File: config.mk
export PLATFORM = sky130hd
export DESIGN_NAME = port_in_debounce_flat
export DESIGN_NICKNAME = d
export VERILOG_FILES = /design/src/rtl/port_in_debounce_if.sv /design/src/rtl/port_in_debounce.sv /design/src/flat_wrapper.sv
export SDC_FILE = /design/constraint.sdc
export NUM_CORES = 1
export LEC_CHECK = 0
export CAP_MARGIN = 10
export CORE_ASPECT_RATIO = 1.5
export CORE_MARGIN = 2
export CORE_UTILIZATION = 54
export DETAILED_ROUTE_END_ITERATION = 16
export GPL_ROUTABILITY_DRIVEN = 0
export HOLD_SLACK_MARGIN = 0.1
export PLACE_DENSITY = 0.8
export SLEW_MARGIN = 25
export SYNTH_ARGS = -nofsm -noshare
export SYNTH_HDL_FRONTEND = slang
export SYNTH_SLANG_ARGS = --single-unit
File: constraint.sdc
create_clock -name clk -period 4.9 [get_ports clk]
set_input_delay 0.49 -clock clk [delete_from_list [all_inputs] [get_ports clk]]
set_output_delay 0.49 -clock clk [all_outputs]
set_load 0.005 [all_outputs]
File: src/rtl/port_in_debounce_if.sv
// Pin-conditioning bus between the input-port pins/read register and port_in_debounce.
// Define PORT_IN_IRQ_EN to add the interrupt mask and acknowledge signals.
interface port_in_debounce_if #(
  parameter int WIDTH = 8
);
  logic [WIDTH-1:0] pins_in;
  logic             clr_change;
  logic [WIDTH-1:0] data_out;
  logic [WIDTH-1:0] rise;
  logic [WIDTH-1:0] fall;
  logic             change;
  logic             irq;
`ifdef PORT_IN_IRQ_EN
  logic [WIDTH-1:0] irq_mask;
  logic             irq_ack;

  modport master (
    output pins_in, clr_change, irq_mask, irq_ack,
    input  data_out, rise, fall, change, irq
  );

  modport slave (
    input  pins_in, clr_change, irq_mask, irq_ack,
    output data_out, rise, fall, change, irq
  );
`else
  modport master (
    output pins_in, clr_change,
    input  data_out, rise, fall, change, irq
  );

  modport slave (
    input  pins_in, clr_change,
    output data_out, rise, fall, change, irq
  );
`endif
endinterface

File: src/rtl/port_in_debounce.sv
// Per-bit synchroniser, debouncer and edge detector feeding the input-port read register.
// Optional interrupt output is enabled by defining PORT_IN_IRQ_EN.
module port_in_debounce #(
  parameter int WIDTH           = 8,
  parameter int DEBOUNCE_CYCLES = 50000
) (
  input  logic               clk,
  input  logic               reset,
  port_in_debounce_if.slave  bus
);

  localparam int             CW      = $clog2(DEBOUNCE_CYCLES + 1);
  localparam logic [CW-1:0]  CNT_MAX = CW'(DEBOUNCE_CYCLES);

  typedef enum logic {
    STABLE   = 1'b0,
    CHANGING = 1'b1
  } state_t;

  logic [WIDTH-1:0] sync_meta;
  logic [WIDTH-1:0] sync_q;
  logic [WIDTH-1:0] data_q;
  logic [WIDTH-1:0] rise_q;
  logic [WIDTH-1:0] fall_q;
  logic             change_q;
  logic             irq_q;

  state_t           state_q [WIDTH];
  state_t           state_d [WIDTH];
  logic [CW-1:0]    cnt_q   [WIDTH];
  logic [CW-1:0]    cnt_d   [WIDTH];

  logic [WIDTH-1:0] accept;
  logic [WIDTH-1:0] data_d;
  logic [WIDTH-1:0] rise_d;
  logic [WIDTH-1:0] fall_d;
  logic             change_d;
  logic             irq_d;

  // Two-flop synchroniser; pins_in is fully asynchronous to clk.
  // NOTE: sequential state uses non-blocking assignments so every flop samples pre-edge values.
  always_ff @(posedge clk or posedge reset) begin
    if (reset) begin
      sync_meta <= '0;
      sync_q    <= '0;
    end else begin
      sync_meta <= bus.pins_in;
      sync_q    <= sync_meta;
    end
  end

  // State register: per-bit FSM state, counters and registered outputs.
  // NOTE: the per-bit state/counter arrays are reset explicitly, since a mid-debounce count must be discarded.
  always_ff @(posedge clk or posedge reset) begin
    if (reset) begin
      for (int i = 0; i < WIDTH; i++) begin
        state_q[i] <= STABLE;
        cnt_q[i]   <= '0;
      end
      data_q   <= '0;
      rise_q   <= '0;
      fall_q   <= '0;
      change_q <= 1'b0;
      irq_q    <= 1'b0;
    end else begin
      for (int i = 0; i < WIDTH; i++) begin
        state_q[i] <= state_d[i];
        cnt_q[i]   <= cnt_d[i];
      end
      data_q   <= data_d;
      rise_q   <= rise_d;
      fall_q   <= fall_d;
      change_q <= change_d;
      irq_q    <= irq_d;
    end
  end

  // Next-state logic, independent per bit.
  // NOTE: every combinational output gets a default first, so no path can infer a latch.
  always_comb begin
    for (int i = 0; i < WIDTH; i++) begin
      state_d[i] = state_q[i];
      cnt_d[i]   = cnt_q[i];
      unique case (state_q[i])
        STABLE: begin
          if (sync_q[i] != data_q[i]) begin
            state_d[i] = CHANGING;
            cnt_d[i]   = CW'(1);
          end else begin
            cnt_d[i]   = '0;
          end
        end
        CHANGING: begin
          if (sync_q[i] == data_q[i] || cnt_q[i] == CNT_MAX) begin
            state_d[i] = STABLE;
            cnt_d[i]   = '0;
          end else begin
            cnt_d[i]   = cnt_q[i] + CW'(1);
          end
        end
        default: begin
          state_d[i] = STABLE;
          cnt_d[i]   = '0;
        end
      endcase
    end
  end

  // Output logic: an accepted bit updates data_out and pulses rise or fall on the same edge.
  always_comb begin
    accept = '0;
    for (int i = 0; i < WIDTH; i++) begin
      accept[i] = (state_q[i] == CHANGING) && (sync_q[i] != data_q[i]) && (cnt_q[i] == CNT_MAX);
    end
    data_d   = (data_q & ~accept) | (sync_q & accept);
    rise_d   = accept & sync_q;
    fall_d   = accept & ~sync_q;
    // A new edge wins over a simultaneous clear.
    change_d = (|accept) | (change_q & ~bus.clr_change);
`ifdef PORT_IN_IRQ_EN
    irq_d    = (|(accept & bus.irq_mask)) | (irq_q & ~bus.irq_ack);
`else
    irq_d    = 1'b0;
`endif
  end

  assign bus.data_out = data_q;
  assign bus.rise     = rise_q;
  assign bus.fall     = fall_q;
  assign bus.change   = change_q;
  assign bus.irq      = irq_q;

endmodule

File: src/flat_wrapper.sv
// flat-port wrapper written by rule: the top's interface ports become plain ports
module port_in_debounce_flat 
#(
  parameter int WIDTH           = 8,
  parameter int DEBOUNCE_CYCLES = 50000
)
  (clk, reset, bus_pins_in, bus_clr_change, bus_data_out, bus_rise, bus_fall, bus_change, bus_irq);
  port_in_debounce_if #(.WIDTH(WIDTH)) bus_i ();
  input  logic clk;
  input  logic reset;
  input wire logic [$bits(bus_i.pins_in)-1:0] bus_pins_in;
  input wire logic [$bits(bus_i.clr_change)-1:0] bus_clr_change;
  output wire logic [$bits(bus_i.data_out)-1:0] bus_data_out;
  output wire logic [$bits(bus_i.rise)-1:0] bus_rise;
  output wire logic [$bits(bus_i.fall)-1:0] bus_fall;
  output wire logic [$bits(bus_i.change)-1:0] bus_change;
  output wire logic [$bits(bus_i.irq)-1:0] bus_irq;
  assign bus_i.pins_in = bus_pins_in;
  assign bus_i.clr_change = bus_clr_change;
  assign bus_data_out = bus_i.data_out;
  assign bus_rise = bus_i.rise;
  assign bus_fall = bus_i.fall;
  assign bus_change = bus_i.change;
  assign bus_irq = bus_i.irq;
  port_in_debounce #(.WIDTH(WIDTH), .DEBOUNCE_CYCLES(DEBOUNCE_CYCLES)) u_core (.clk(clk), .reset(reset), .bus(bus_i));
endmodule
==> flow_summary.yaml, run 1 <==
run:
  cap_violations: 0
clock_network:
  ctsHoldBuffers: 0
  path_clk_slew_ns: 0.06
  cts_tree: "yes"
  htreeDepth: 4
  cts_root_buf: "clkbuf_16"
  cts_resized: 0
  clock_path_buffers: 2
  clock-sinks: 177
  clock_latency_ns: 0.42
  post_cts_buffers: 0
  numCtsBuffers: 17
timing:
  finClkSkew_ns: 0.00721
  final.setup.tns_ns: 0
  relSlewSlack: 0.449
  tightest_slew_ns: 0.825
  setup_viol: 0
  fmax_ghz: 0.486
  rsz0062_at_grt: "no"
  min_period_ns: 2.06
  maxSlewViolCount: 0
  finalHoldViolations: 0
  fin_crit_sh: 0.420
worst_hold_path:
  hold_depth: 0
  hp-start: "u_core.sync_meta[0]$_DFF_PP0_"
  holdPathEnd: "u_core.sync_q[0]$_DFF_PP0_"
  holdCritPathClass: "reg -> reg"
setup_path:
  r2r_start: "u_core.cnt_q[112]$_DFF_PP0_"
  cp.arrival_ns: 2.36
  path_class: "reg -> reg"
  timing.critical_path.fanout_max: 4
  cp_data_required_time_ns: 5.20
  worstSetupStartpointType: "flop"
  rr_worst_depth: 6
  cp-end-kind: "flop"
  r2r_slack_ns: 2.84
logic_synthesis:
  ys_ff_latch: 177
  syn_nets: 792
  yosysMostFrequentCell: "dfrtp_1"
  postSynthCellCount: 765
  synth_edf_count: 0
  ys_types: 44
  syn_area_per_cell_um2: 10.5
  syn_area_um2: 8000
  ys_async_sr_fraction: 1.00
  synth_top_cell_by_area: "dfrtp_1"
  synthFlopType: "dfrtp_1"
  yosys.area.top_type_share: 0.553
  synthTopCellsByArea: "dfrtp_1 55%, xor2_1 7.3%, nor2_1 6.7%, xnor2_1 5.7%, nand3_1 3.0%"
  ys_warn_count: 0
  synth_common_cells: "177 x dfrtp_1, 143 x nor2_1, 67 x xor2_1"
  ys_seq_area_frac: 0.553
detailed_routing:
  first_pass_iters: 4
  routedWlPerCell_um: 14.0
  drt-total-wl_um: 14200
  vias: 5448
  ant_nets: 0
  drc: 0
  via_per_inst: 5.36
  drtIter0Drc: 286
floorplanning:
  initial_core_util: 0.551
  fp-row-count: 54
  die_area_um2: 15800
  pin_count: 37
  core_area_um2: 14500
  dieWidth_um: 103
  die_h_um: 153
power:
  clkPwrFrac: 0.470
  power_density_nw_per_um2: 340
  p_leak_nw: 3.86
  power.internal_w: 0.00245
  seqPwrFrac: 0.488
  ir_worst_vdd_mv: 0.220
  power_frac_comb: 0.042
  swShare: 0.217
  power_w: 0.00313
  power_switching_w: 0.000678
global_routing:
  antenna_found_initial: 0
  grt_start_max_net_pins: 140
  grt_pass1_vias: 5491
  grt_usage: 0.198
  grt_pass1_wl_um: 24900
  overflow: 0
placed_design:
  dp.cells: 985
  placed_cell_area_um2: 8560
  port_buffers: 35
  place_hpwl_um: 9170
layout:
  diodes: 0
  syn_to_final_growth_pct: 15.2
  stdcell_count: 1017
  final_area_um2: 9220
  drive_gt1_frac: 0.0585
  nets: 835
outcome:
  status: "finished clean"
==> how the worst max path moves through the flow <==
stage,startpoint,end,slack [ns],cells past startpoint
6_report,u_core.cnt_q[112]$_DFF_PP0_,flop,2.84,6
5_1_grt,u_core.cnt_q[65]$_DFF_PP0_,u_core.state_q[4]$_DFF_PP0_,2.66,6
4_1_cts,u_core.cnt_q[18]$_DFF_PP0_,u_core.state_q[1]$_DFF_PP0_,2.62,4
3_5_place_dp,reset,u_core.cnt_q[108]$_DFF_PP0_,2.66,3
3_3_place_gp,reset,u_core.cnt_q[88]$_DFF_PP0_,2.67,3
2_1_floorplan,reset,asynchronous set/reset pin,2.14,1
==> through the flow <==
stage / worst slack (ns) / util / hold slack, ns
after floorplan: 2.14 / - / 0.331
after global placement: 2.67 / 0.589 / 0.332
after detailed placement: 2.66 / 0.589 / 0.336
after CTS: 2.62 / 0.634 / 0.351
after global routing: 2.66 / 0.634 / 0.368
final: 2.84 / 0.634 / 0.350
==> state kept, by name, indices dropped and copies added (netlist names), named ones only <==
name	flops
u_core.sync_meta	8
u_core.bus.change	1
u_core.bus.fall	8
u_core.cnt_q	128
u_core.sync_q	8
u_core.bus.rise	8
u_core.state_q	8
==> cells by family (layout without fill, tap and decap cells) <==
kind of cell,Yosys count,after routing,share of synthesized area
other cells,1,1,0.000469
flops,177,177,0.553
buf+inv,51,107,0.0261
simple gates,362,362,0.232
mux,8,8,0.0113
fa+ha+maj,16,16,0.0250
compound gates,31,31,0.0214
xor+xnor,119,119,0.130
==> worst max-delay path, cell delays in order, from the launching register on <==
cell and delay [ns]:
dfrtp_1 0.41, inv_1 0.07, ha_1 0.13, or4bb_1 0.45, nor4_4 0.26, and3_2 0.29
mux2_1 0.32
==> power by group through the flow <==
stage | clock (W) | combinational (W) | sequential [W]
CTS | 0.00150 | 0.000136 | 0.00153
global route | 0.00156 | 0.000155 | 0.00153
finish | 0.00147 | 0.000131 | 0.00153
floorplan | 0 | 0.0000998 | 0.00154
global placement | 0 | 0.000129 | 0.00155
detailed placement | 0 | 0.000133 | 0.00155
==> cells in the final DEF, fill, tap and decap left out, types with 2 or more instances in the layout <==
cell type	n
a21oi_1	8
xor2_1	67
or4_1	2
or3_1	8
mux2_1	3
and3b_1	3
clkbuf_16	17
ha_1	16
dfrtp_1	177
and4b_1	5
clkinvlp_4	4
inv_1	38
and4_1	3
clkdlybuf4s50_1	35
nand3b_2	2
nor4bb_1	4
nor2b_1	5
nand4_1	27
nand4b_1	5
nand3_1	48
bufinv_16	5
and2_1	11
nand2_1	40
o21bai_2	2
mux2_2	5
nand2b_1	2
xnor2_1	52
nor4_1	17
and3_1	12
nor4_4	2
o22ai_1	7
nor3_1	15
o21ai_0	13
nor2_1	143
clkinv_2	4
==> cell type report <==
class                   count  area, um^2
well taps                 196         245
repair buffers             36         370
clock buffers              18         439
multi-input cells         537        3370
flip-flops and latches    177        4430
fillers                  1166        5310
inverters                  39         150
clock inverters            14         210
==> per-layer routing <==
layer / global-route usage / vias up / wire [um]
met1: 0.245 / 2682 / 6020
met4: 0.0871 / 0 / 404
met3: 0.0389 / 28 / 454
met2: 0.330 / 81 / 7320
li1: - / 2657 / -
met5: 0 / - / 0
No activity file was read; power rests on OpenSTA's default activity.
==> run 2: changes to the inputs <==
Clock period 4.9 ns to 1.7 ns, I/O delays scaled along.
==> run 2 against run 1 <==
  * The flow now finishes with violations (negative setup slack)
  * Highest routed layer unchanged
  * Register-to-register slack got worse by 3.1 ns
  * Sequential cell count stayed put
  * Largest cell class unchanged
  * Worst hold slack got worse by 0.17 ns
  * Total power grew to 2.9 times the previous value
  * Die area is the same
  * Clock skew down 0.0011 ns
  * Combinational power grew to 5.0 times the previous value
  * Non-clock buffer count up 111
  * First-iteration DRC count decreased by 25%
  * Count of clock-buffer cells in the layout is 4 higher
==> flow_summary.yaml, run 2 (same netlist as run 1, synthesis figures left out) <==
worst_hold_path:
  holdPathEnd: "u_core.sync_meta[1]$_DFF_PP0_"
  holdCritPathClass: "in -> reg"
  hp-start: "bus_pins_in[1]"
  hold_depth: 1
global_routing:
  antenna_found_initial: 0
  grt_start_max_net_pins: 67
  grt_pass1_vias: 6323
  grt_pass1_wl_um: 27800
  overflow: 0
  grt_usage: 0.223
timing:
  finalHoldViolations: 0
  rsz0062_at_grt: "yes"
  maxSlewViolCount: 0
  relSlewSlack: 0.535
  setup_viol: 36
  finClkSkew_ns: 0.00607
  layout_setup_ws_ns: -0.234
  min_period_ns: 1.93
  tightest_slew_ns: 0.696
  fmax_ghz: 0.517
  hold_slack_ns: 0.177
  fin_crit_sh: 1.14
power:
  power_switching_w: 0.00201
  power_density_nw_per_um2: 871
  ir_worst_vdd_mv: 0.581
  power.internal_w: 0.00712
  seqPwrFrac: 0.480
  power_w: 0.00913
  power_frac_comb: 0.071
  clkPwrFrac: 0.449
  p_leak_nw: 4.52
  swShare: 0.220
setup_path:
  cp.arrival_ns: 2.24
  cp_slowest_cell: "or4bb_4"
  cp-end-kind: "flop"
  worstSetupStartpointType: "flop"
  r2r_start: "u_core.cnt_q[113]$_DFF_PP0_"
  rr_endpoint: "u_core.cnt_q[116]$_DFF_PP0_"
  rr_worst_depth: 8
  cp_data_required_time_ns: 2.01
  timing.critical_path.fanout_max: 6
  crit_path_cell_trace: "inv_2 > ha_4 > or4bb_4 > nor4_4 > buf_4 > nand3b_4 > clkbuf_16 > nor2_1"
  worst_path_largest_cell_delay_ns: 0.47
  r2r_slack_ns: -0.23
  path_class: "reg -> reg"
layout:
  final_area_um2: 10500
  diodes: 0
  utilization: 0.721
  syn_to_final_growth_pct: 30.9
  largest_register_ff_count: 128
  final_cell_mix: "176 x dfrtp_1, 124 x nor2_1, 97 x buf_4, 67 x xor2_1, 52 x xnor2_1"
  nets: 947
  drive_gt1_frac: 0.230
  layout_commonest_cell: "dfrtp_1"
  n_fill_cell: 919
  regMostFlops: "u_core.cnt_q"
run:
  cap_violations: 0
detailed_routing:
  first_pass_iters: 4
  drc: 0
  drtIter0Drc: 214
  routedWlPerCell_um: 16.2
  ant_nets: 0
  vias: 6127
  drt-total-wl_um: 18300
  via_per_inst: 5.43
clock_network:
  path_clk_slew_ns: 0.06
  clock-sinks: 177
  cts_tree: "yes"
  htreeDepth: 4
  clock_latency_ns: 0.43
  clock_path_buffers: 2
  numCtsBuffers: 17
  cts_root_buf: "clkbuf_16"
floorplanning:
  die_area_um2: 15800
  die_h_um: 153
  initial_core_util: 0.551
  dieWidth_um: 103
  fp-row-count: 54
  core_area_um2: 14500
  pin_count: 37
placed_design:
  placed_cell_area_um2: 9390
  port_buffers: 35
  place_hpwl_um: 11100
outcome:
  violations: "negative setup slack"
  status: "complete, but fails checks"
-- run 2: cell count changes in the layout (fill, tap and decap cells not counted), moves of 6 or more --
cell / change
buf_4: +97
nor2_2: +17
nor2_1: -19
mux2_4: +6
buf_12: +7
-- run 2: power groups by stage --
stage | logic [W] | clock network, W | registers, W
3_3_place_gp | 0.000532 | 0 | 0.00444
4_1_cts | 0.000587 | 0.00415 | 0.00437
5_1_grt | 0.000714 | 0.00435 | 0.00439
6_report | 0.000650 | 0.00410 | 0.00438
3_5_place_dp | 0.000549 | 0 | 0.00445
2_1_floorplan | 0.000290 | 0 | 0.00445
-- run 2: how the worst max path moves through the flow --
stage	from	to	slack, ns	cells past startpoint
after floorplan	reset	asynchronous set/reset pin	-0.74	1
after global placement	u_core.cnt_q[112]$_DFF_PP0_	flop	-0.16	6
after detailed placement	u_core.cnt_q[113]$_DFF_PP0_	flop	-0.20	6
after CTS	u_core.cnt_q[113]$_DFF_PP0_	flop	-0.14	6
after global routing	u_core.cnt_q[112]$_DFF_PP0_	u_core.cnt_q[116]$_DFF_PP0_	-0.31	8
final	u_core.cnt_q[113]$_DFF_PP0_	u_core.cnt_q[116]$_DFF_PP0_	-0.23	8
-- run 2: repair_timing --
action,CTS,global route
gates cloned,1,2
resized for setup,18,61
endpoints found under the setup margin,43,134
buffers inserted,5,5
pin swaps,23,13
hold endpoints to repair,11,0
hold buffers,1,0
-- run 2: critical path: cells and delay by family, from the launching register on --
| family | cells | cell delay [ns] |
|---|---|---|
| buffers and inverters | 3 | 0.42 |
| DFF | 1 | 0.39 |
| adders and majority gates | 1 | 0.13 |
| and+or+nand+nor | 4 | 0.88 |
-- run 2: layout make-up --
type / instances / area, um^2 / share of cell area
repair buffers: 147 / 1330 / 0.127
well taps: 196 / 245 / 0.0234
clock buffers: 22 / 464 / 0.0443
inverters: 39 / 150 / 0.0143
flip-flops and latches: 177 / 4430 / 0.423
clock inverters: 10 / 158 / 0.0151
multi-input cells: 538 / 3700 / 0.353
-- run 2: stage by stage --
stage               std cells  setup TNS, ns  worst slack (ns)
floorplan                 765        -131.05            -0.737
global placement         1083          -3.62            -0.161
detailed placement       1083          -4.75            -0.201
CTS                      1122          -2.04            -0.144
global route             1129          -8.67            -0.309
finish                   1129          -4.26            -0.234
-- run 2: per-layer routing --
metal	GRT usage	part of all wire	wire length [um]
met1	0.253	0.39	7040
met2	0.394	0.55	10100
met3	0.0485	0.039	720
met4	0.0965	0.025	464
met5	0	0	0
